`src/rtl/arb_pkg.sv`:
```
// Shared types and sizing for the write-back port arbiter.
package arb_pkg;

    localparam int N_REQ = 8;
    localparam int IDX_W = 3;

    typedef enum logic {
        IDLE = 1'b0,
        BUSY = 1'b1
    } arb_state_t;

endpackage

```
`src/rtl/decoder3to8.sv`:
```
// Binary-to-one-hot decoder feeding the write-back mux select.
module decoder3to8
    import arb_pkg::*;
(
    input  logic [IDX_W-1:0] idx_i,
    output logic [N_REQ-1:0] onehot_o
);

    always_comb begin
        onehot_o        = '0;
        onehot_o[idx_i] = 1'b1;
    end

endmodule

```
`src/rtl/wb_port_arbiter.sv`:
```
// Round-robin arbiter for the shared register-file write-back port:
// one grant per burst (capped at MAX_BURST beats), one idle cycle between grants.
module wb_port_arbiter
    import arb_pkg::*;
#(
    parameter int MAX_BURST = 4
) (
    input  logic             clk,
    input  logic             rst_n,
    input  logic [N_REQ-1:0] req,
    input  logic [N_REQ-1:0] last,
    input  logic             out_ready,
    output logic [N_REQ-1:0] gnt,
    output logic [IDX_W-1:0] gnt_idx,
    output logic             gnt_valid,
    output logic             accept
);

    localparam int              CNT_W     = $clog2(MAX_BURST + 1);
    localparam logic [CNT_W-1:0] LAST_BEAT = CNT_W'(MAX_BURST - 1);

    // Rotate so that bit 0 is the unit at base, take the lowest set bit,
    // then map the offset back to an absolute unit index.
    function automatic logic [IDX_W-1:0] rr_pick(input logic [N_REQ-1:0] req_v,
                                                 input logic [IDX_W-1:0] base);
        logic [2*N_REQ-1:0] dbl;
        logic [N_REQ-1:0]   rot;
        logic [IDX_W-1:0]   off;
        logic               found;
        dbl   = {req_v, req_v} >> base;
        rot   = dbl[N_REQ-1:0];
        off   = '0;
        found = 1'b0;
        for (int i = 0; i < N_REQ; i++) begin
            if (!found && rot[i]) begin
                off   = IDX_W'(i);
                found = 1'b1;
            end
        end
        return base + off;
    endfunction

    arb_state_t       state_q, state_d;
    logic [IDX_W-1:0] ptr_q, ptr_d;
    logic [IDX_W-1:0] idx_q, idx_d;
    logic [CNT_W-1:0] cnt_q, cnt_d;

    logic             busy;
    logic             beat_ok;
    logic             release_burst;
    logic [N_REQ-1:0] dec_onehot;

    decoder3to8 u_dec (
        .idx_i    (idx_q),
        .onehot_o (dec_onehot)
    );

    // NOTE: registers use non-blocking assignments so every flop samples
    // the pre-edge values of the others, matching real hardware.
    always_ff @(posedge clk) begin
        if (!rst_n) begin
            state_q <= IDLE;
            ptr_q   <= '0;
            idx_q   <= '0;
            cnt_q   <= '0;
        end else begin
            state_q <= state_d;
            ptr_q   <= ptr_d;
            idx_q   <= idx_d;
            cnt_q   <= cnt_d;
        end
    end

    // NOTE: every variable gets a default at the top of the combinational
    // block so no path leaves it unassigned and no latch is inferred.
    always_comb begin
        state_d = state_q;
        ptr_d   = ptr_q;
        idx_d   = idx_q;
        cnt_d   = cnt_q;
        case (state_q)
            IDLE: begin
                if (|req) begin
                    idx_d   = rr_pick(req, ptr_q);
                    cnt_d   = '0;
                    state_d = BUSY;
                end
            end
            BUSY: begin
                if (beat_ok) begin
                    cnt_d = cnt_q + 1'b1;
                end
                if (release_burst) begin
                    ptr_d   = idx_q + 1'b1;
                    idx_d   = '0;
                    cnt_d   = '0;
                    state_d = IDLE;
                end
            end
        endcase
    end

    // An abort (granted unit drops req) releases without counting a beat.
    always_comb begin
        busy          = (state_q == BUSY);
        beat_ok       = busy & out_ready & req[idx_q];
        release_burst = busy & ((beat_ok & (last[idx_q] | (cnt_q == LAST_BEAT)))
                                | ~req[idx_q]);
        gnt_valid     = busy;
        gnt_idx       = idx_q;
        accept        = beat_ok & rst_n;
        gnt           = dec_onehot & {N_REQ{busy}};
    end

endmodule

```
`config.mk`:
```
export PLATFORM = sky130hd
export DESIGN_NAME = wb_port_arbiter
export DESIGN_NICKNAME = d
export VERILOG_FILES = /design/src/rtl/arb_pkg.sv /design/src/rtl/decoder3to8.sv /design/src/rtl/wb_port_arbiter.sv
export SDC_FILE = /design/constraint.sdc
export NUM_CORES = 1
export LEC_CHECK = 0
export ABC_AREA = 1
export CAP_MARGIN = 30
export CELL_PAD_IN_SITES_DETAIL_PLACEMENT = 1
export CELL_PAD_IN_SITES_GLOBAL_PLACEMENT = 1
export CORE_MARGIN = 10
export CORE_UTILIZATION = 35
export CTS_CLUSTER_SIZE = 12
export DETAILED_ROUTE_END_ITERATION = 8
export PLACE_DENSITY_LB_ADDON = 0.2
export REMOVE_ABC_BUFFERS = 1
export SLEW_MARGIN = 30
export SYNTH_ARGS = -nofsm -noshare
export SYNTH_HDL_FRONTEND = slang
export SYNTH_SLANG_ARGS = --single-unit
```
`constraint.sdc`:
```
create_clock -name clk -period 5.7 [get_ports clk]
set_clock_uncertainty 0.2 [all_clocks]
set_input_delay 1.14 -clock clk [delete_from_list [all_inputs] [get_ports clk]]
set_output_delay 1.14 -clock clk [all_outputs]
set_load 0.01 [all_outputs]
```
==> flow_summary.toml, run 1 <==
[power]
p_total_mw = 0.663
netSwitchingPower_mw = 0.362
power.internal_mw = 0.301
p_clk_frac = 0.098
powerDensity_nw_per_um2 = 430
vdd_ir_drop_max_v = 0.000259
leakagePower_nw = 0.664
seqPwrFrac = 0.216
combPwrFrac = 0.686
swShare = 0.546

[synth]
synth-edff-count = 0
synthCells = 198
yosysSeqAreaShare = 0.171
synth-main-ff-cell = "dfxtp_1"
synth_cell_types = 34
postSynth.asyncResetShare = 0
synth_warnings = 0
syn_area_per_cell_um2 = 5.93
ys_ff_latch = 10
netlist_area_um2 = 1170

[run_status]
status = "complete, no violations"

[sta]
slew_headroom = 0.601
period_minus_slack_ns = 4.15
grt_setup_unrepaired = "no"
slew_viol_final = 0
finalCritPeriodShare = 0.727
fmaxAchievable_mhz = 241
finalHoldViolCount = 0
tns_ns = 0
worst_pin_slew_ns = 0.598
layout_setup_ws_ns = 1.55
setup_violations = 0

[cts]
root_buffer = "clkbuf_4"
clkSlewWorstSetupHoldPaths_ns = 0.07
postCtsSetupBuffers = 0
cts_hold_buffers = 0
cts_tree = "yes"
h-tree-depth = 1
cts_max_path_buffers = 2
worstSkewPairLatency_ns = 0.27
cts.repair.resized = 0
numCtsBuffers = 3
clock-sinks = 10

[placement]
dp_slack_ns = 1.53
place_congestion = 0.845
dp_hpwl_um = 3450
dp_cells = 268
port_buffers = 31

[worst_setup_path]
worstReg2RegEnd = "gnt_idx[2]$_SDFFE_PN0P_"
setup.worst_path.end_class = "output pin"
reg2regPathDepth = 16
worstPathMaxFanout = 4
r2r-start = "ptr_q[1]$_SDFFE_PN0P_"
crit_arrival_ns = 2.81
r2r_setup_slack_ns = 2.59
critPathKind = "primary input to output pin"
startpoint_type = "primary input"
cp_data_required_time_ns = 4.36

[floorplan]
dieWidth_um = 77.9
dieArea_um2 = 6070
core_area_um2 = 3130
start_util = 0.375
rows = 20
die_h_um = 77.9
io_pins = 32

[grt]
antenna_found_initial = 0
grt_pass1_vias = 1504
track_usage = 0.134
grt_max_degree = 15
grt_pass1_wl_um = 6970
grt-ovfl-total = 0

[finish]
area_delta_synth_final_pct = 31.1
stdcell_count = 272
fill_cells = 435
nets = 253
drive_above_1_share = 0.132
final_core_util = 0.492
diodes = 0

[job]
drv_cap = 0

[worst_hold_path]
hold_class = "flop to flop"
hold_depth = 2
hold_start = "cnt_q[0]$_SDFFE_PN0P_"
hold_path_end = "cnt_q[0]$_SDFFE_PN0P_"

[detailed_routing]
avgRoutedWirePerCell_um = 15.3
drtIter0Drc = 93
vias = 1441
postRouteWirelength_um = 4170
ant_nets = 0
vias_per_cell = 5.30
drc_errors = 0
dr.pass1.iters = 4
-- flip-flops by register name, summed over array words and instances (netlist names) --
signal and cells:
gnt_idx 3, ptr_q 3, cnt_q 3, gnt_valid 1
-- power groups by stage --
stage	Combinational, mW	Clock [mW]	Sequential (mW)
2_1_floorplan	0.320	0	0.132
3_3_place_gp	0.429	0	0.141
3_5_place_dp	0.455	0	0.144
4_1_cts	0.458	0.0661	0.142
5_1_grt	0.513	0.0696	0.149
6_report	0.455	0.0648	0.143
-- kinds of logic after synthesis --
logic type	count (synthesis)	synth area share
XOR/XNOR	2	0.0149
buffers and inverters	26	0.101
flip-flops	10	0.171
adder cells (fa/ha/maj)	5	0.0597
AO/OA/AOI/OAI	31	0.173
AND/OR/NAND/NOR	124	0.481
-- cell type report --
cell class	instances	area [µm²]	share of cell area
flip-flops and latches	10	200	0.130
clock buffers	4	36.3	0.0236
well taps	44	55.1	0.0358
inverters	21	82.6	0.0537
multi-input cells	162	855	0.555
repair buffers	31	310	0.202
-- cells in the mapped netlist, types with 2 or more instances --
| cell type | n | area [µm²] |
|---|---|---|
| nand3_2 | 4 | 40.0 |
| nor2_2 | 9 | 56.3 |
| nor2_1 | 27 | 101 |
| dfxtp_1 | 10 | 200 |
| nand2_2 | 2 | 12.5 |
| buf_6 | 2 | 22.5 |
| nor4_1 | 2 | 12.5 |
| ha_1 | 4 | 50.1 |
| a21oi_1 | 7 | 35.0 |
| nand2_1 | 49 | 184 |
| o21a_1 | 2 | 15.0 |
| o21ai_2 | 2 | 17.5 |
| nand4_1 | 2 | 12.5 |
| nand3_1 | 27 | 135 |
| o21ai_0 | 7 | 35.0 |
| o21ai_1 | 5 | 25.0 |
| inv_2 | 5 | 18.8 |
| inv_1 | 14 | 52.6 |
| buf_2 | 2 | 10.0 |
| nor3_1 | 2 | 10.0 |
-- cells in the final DEF (no fill, tap or decap), drive strengths merged, types with 2 or more instances in the layout --
| master | n |
|---|---|
| inv | 20 |
| nor2 | 36 |
| nand4 | 2 |
| clkbuf | 4 |
| o21ai | 14 |
| ha | 4 |
| nor4 | 2 |
| clkdlybuf4s50 | 31 |
| dfxtp | 10 |
| nand2 | 51 |
| nand3 | 31 |
| o21a | 2 |
| a21oi | 8 |
| nor3 | 2 |
-- metal layers --
metal	track usage	up-vias	wire, µm
met4	0.0466	0	72
met3	0.0219	8	159
li1	-	717	-
met5	0	-	0
met1	0.160	685	1920
met2	0.235	31	2020
-- critical path, stage by stage --
cell             delay [ns]
clkdlybuf4s50_1        0.58
nor2_2                 0.07
nor2_2                 0.10
o21ai_1                0.07
nand2_1                0.10
nor2_2                 0.06
nor3_1                 0.13
clkdlybuf4s50_1        0.56
-- worst max-delay path by stage --
stage,start,to,slack [ns],cells after the start
after floorplan,req[5],gnt_idx[2]$_SDFFE_PN0P_,2.55,15
after global placement,req[5],accept,1.58,8
after detailed placement,req[5],accept,1.53,8
after CTS,req[5],accept,1.52,8
after global routing,req[5],accept,1.43,8
final,req[5],accept,1.55,8
-- through the flow --
step / cell area [µm²] / hold slack [ns]
after detailed placement: 1500 / 0.271
after CTS: 1540 / 0.286
after global routing: 1540 / 0.307
after global placement: 1500 / 0.260
final: 1540 / 0.290
after floorplan: 1140 / 0.247
Note: power is estimated with default switching activity, not from simulation.
==> run 2: changes to the inputs <==
--- a/config.mk
+++ b/config.mk
@@ -10,7 +10,7 @@
 export CELL_PAD_IN_SITES_DETAIL_PLACEMENT = 1
 export CELL_PAD_IN_SITES_GLOBAL_PLACEMENT = 1
 export CORE_MARGIN = 10
-export CORE_UTILIZATION = 35
+export CORE_UTILIZATION = 29
 export CTS_CLUSTER_SIZE = 12
 export DETAILED_ROUTE_END_ITERATION = 8
 export PLACE_DENSITY_LB_ADDON = 0.2
==> constraint.sdc (replaced) <==
create_clock -name clk -period 3.8 [get_ports clk]
set_clock_uncertainty 0.2 [all_clocks]
set_input_delay 0.76 -clock clk [delete_from_list [all_inputs] [get_ports clk]]
set_output_delay 0.76 -clock clk [all_outputs]
set_load 0.01 [all_outputs]
==> flow_summary.toml, run 2 (synthesis results as in run 1) <==
[detailed_routing]
vias = 1375
vias_per_cell = 4.93
postRouteWirelength_um = 3890
drtIter0Drc = 67
avgRoutedWirePerCell_um = 13.9
drc_errors = 0
dr.pass1.iters = 4
ant_nets = 0

[cts]
cts_max_path_buffers = 2
clkSlewWorstSetupHoldPaths_ns = 0.05
cts_tree = "yes"
worstSkewPairLatency_ns = 0.24
postCtsSetupBuffers = 0
cts_hold_buffers = 0
clock-sinks = 10
numCtsBuffers = 3
root_buffer = "clkbuf_8"
h-tree-depth = 1
cts.repair.resized = 0

[worst_setup_path]
cp_num_buf_inv = 2
slowest_stage = "clkdlybuf4s50_1"
setup.worst_path.end_class = "output pin"
critPathKind = "primary input to output pin"
worstPathMaxFanout = 4
crit_arrival_ns = 2.39
cp_top_family = "buffers and inverters"
startpoint_type = "primary input"
cp_data_required_time_ns = 2.84
path_cells = "clkdlybuf4s50_1 -> nor2_1 -> nor2_1 -> o21ai_0 -> nand2_1 -> nor2_2 -> nor3_1 -> clkdlybuf4s50_1"
max_stage_delay_ns = 0.56

[placement]
place_congestion = 0.773
dp_slack_ns = 0.250
port_buffers = 31
dp_cells = 275
dp_hpwl_um = 3270

[floorplan]
dieWidth_um = 83.6
start_util = 0.296
die_h_um = 83.6
core_area_um2 = 3970
rows = 23
io_pins = 32
dieArea_um2 = 6990

[finish]
final_common_cell = "nand2_1"
area_delta_synth_final_pct = 34.0
fill_cells = 550
stdcell_count = 279
layout_common_cells = "nand2_1 (49), clkdlybuf4s50_1 (31), nor2_1 (27), nand3_1 (27), inv_1 (14)"
diodes = 0
drive_above_1_share = 0.135
final_core_util = 0.396
nets = 254

[grt]
track_usage = 0.116
grt-ovfl-total = 0
grt_pass1_vias = 1525
antenna_found_initial = 0
grt_pass1_wl_um = 7120
grt_max_degree = 13

[sta]
finalHoldViolCount = 0
setup_violations = 0
tns_ns = 0
fmaxAchievable_mhz = 299
slew_headroom = 0.694
finalCritPeriodShare = 0.881
period_minus_slack_ns = 3.35
grt_setup_unrepaired = "no"
worst_pin_slew_ns = 0.459
layout_setup_ws_ns = 0.451
slew_viol_final = 0

[power]
swShare = 0.520
p_total_mw = 1.02
leakagePower_nw = 0.677
seqPwrFrac = 0.205
power.internal_mw = 0.490
vdd_ir_drop_max_v = 0.000294
combPwrFrac = 0.662
p_clk_frac = 0.132
netSwitchingPower_mw = 0.531
powerDensity_nw_per_um2 = 649

[job]
drv_cap = 0

[worst_hold_path]
hold_class = "flop to flop"

[run_status]
status = "complete, no violations"
-- run 2: final timing paths --
kind,start,to,slack (ns),cells past startpoint
max reg2reg,ptr_q[1]$_SDFFE_PN0P_,gnt_idx[2]$_SDFFE_PN0P_,0.81,16
min,cnt_q[0]$_SDFFE_PN0P_,cnt_q[0]$_SDFFE_PN0P_,0.27,2
min reg2reg,cnt_q[0]$_SDFFE_PN0P_,cnt_q[0]$_SDFFE_PN0P_,0.27,2
max,req[2],accept,0.45,8
-- run 2: per-layer routing --
layer	vias to the layer above	global-route usage	part of all wire
met3	3	0.0176	0.027
met5	-	0	0
li1	719	-	-
met1	636	0.148	0.50
met4	0	0.0228	0.0072
met2	17	0.199	0.46
-- run 2: stage by stage --
stage | hold WS (ns) | cell area [µm²]
after floorplan | 0.247 | 1140
after global placement | 0.264 | 1520
after detailed placement | 0.264 | 1520
after CTS | 0.276 | 1570
after global routing | 0.313 | 1570
final | 0.271 | 1570
-- run 2: worst register-to-register path: cells and delay by family, from the launching register on --
family | cells | cell delay [ns]
DFF | 1 | 0.59
xor gates and xnor gates | 1 | 0.18
buffers and inverters | 2 | 0.31
adders and majority gates | 2 | 0.58
AOI/OAI and AO/OA | 2 | 0.23
and+or+nand+nor | 9 | 0.84
-- run 2: cell type report --
class	count	area, µm²	area share
clock buffer	4	55.1	0.0350
inverter	21	82.6	0.0525
multi-input combinational	162	855	0.543
sequential	10	200	0.127
tap	50	62.6	0.0398
timing repair buffer	32	318	0.202
-- run 2: power by group through the flow --
stage,Clock (mW),Sequential [mW],Combinational [mW]
floorplan,0,0.198,0.480
global placement,0,0.213,0.675
detailed placement,0,0.213,0.682
CTS,0.137,0.212,0.686
global route,0.145,0.220,0.790
finish,0.135,0.210,0.676
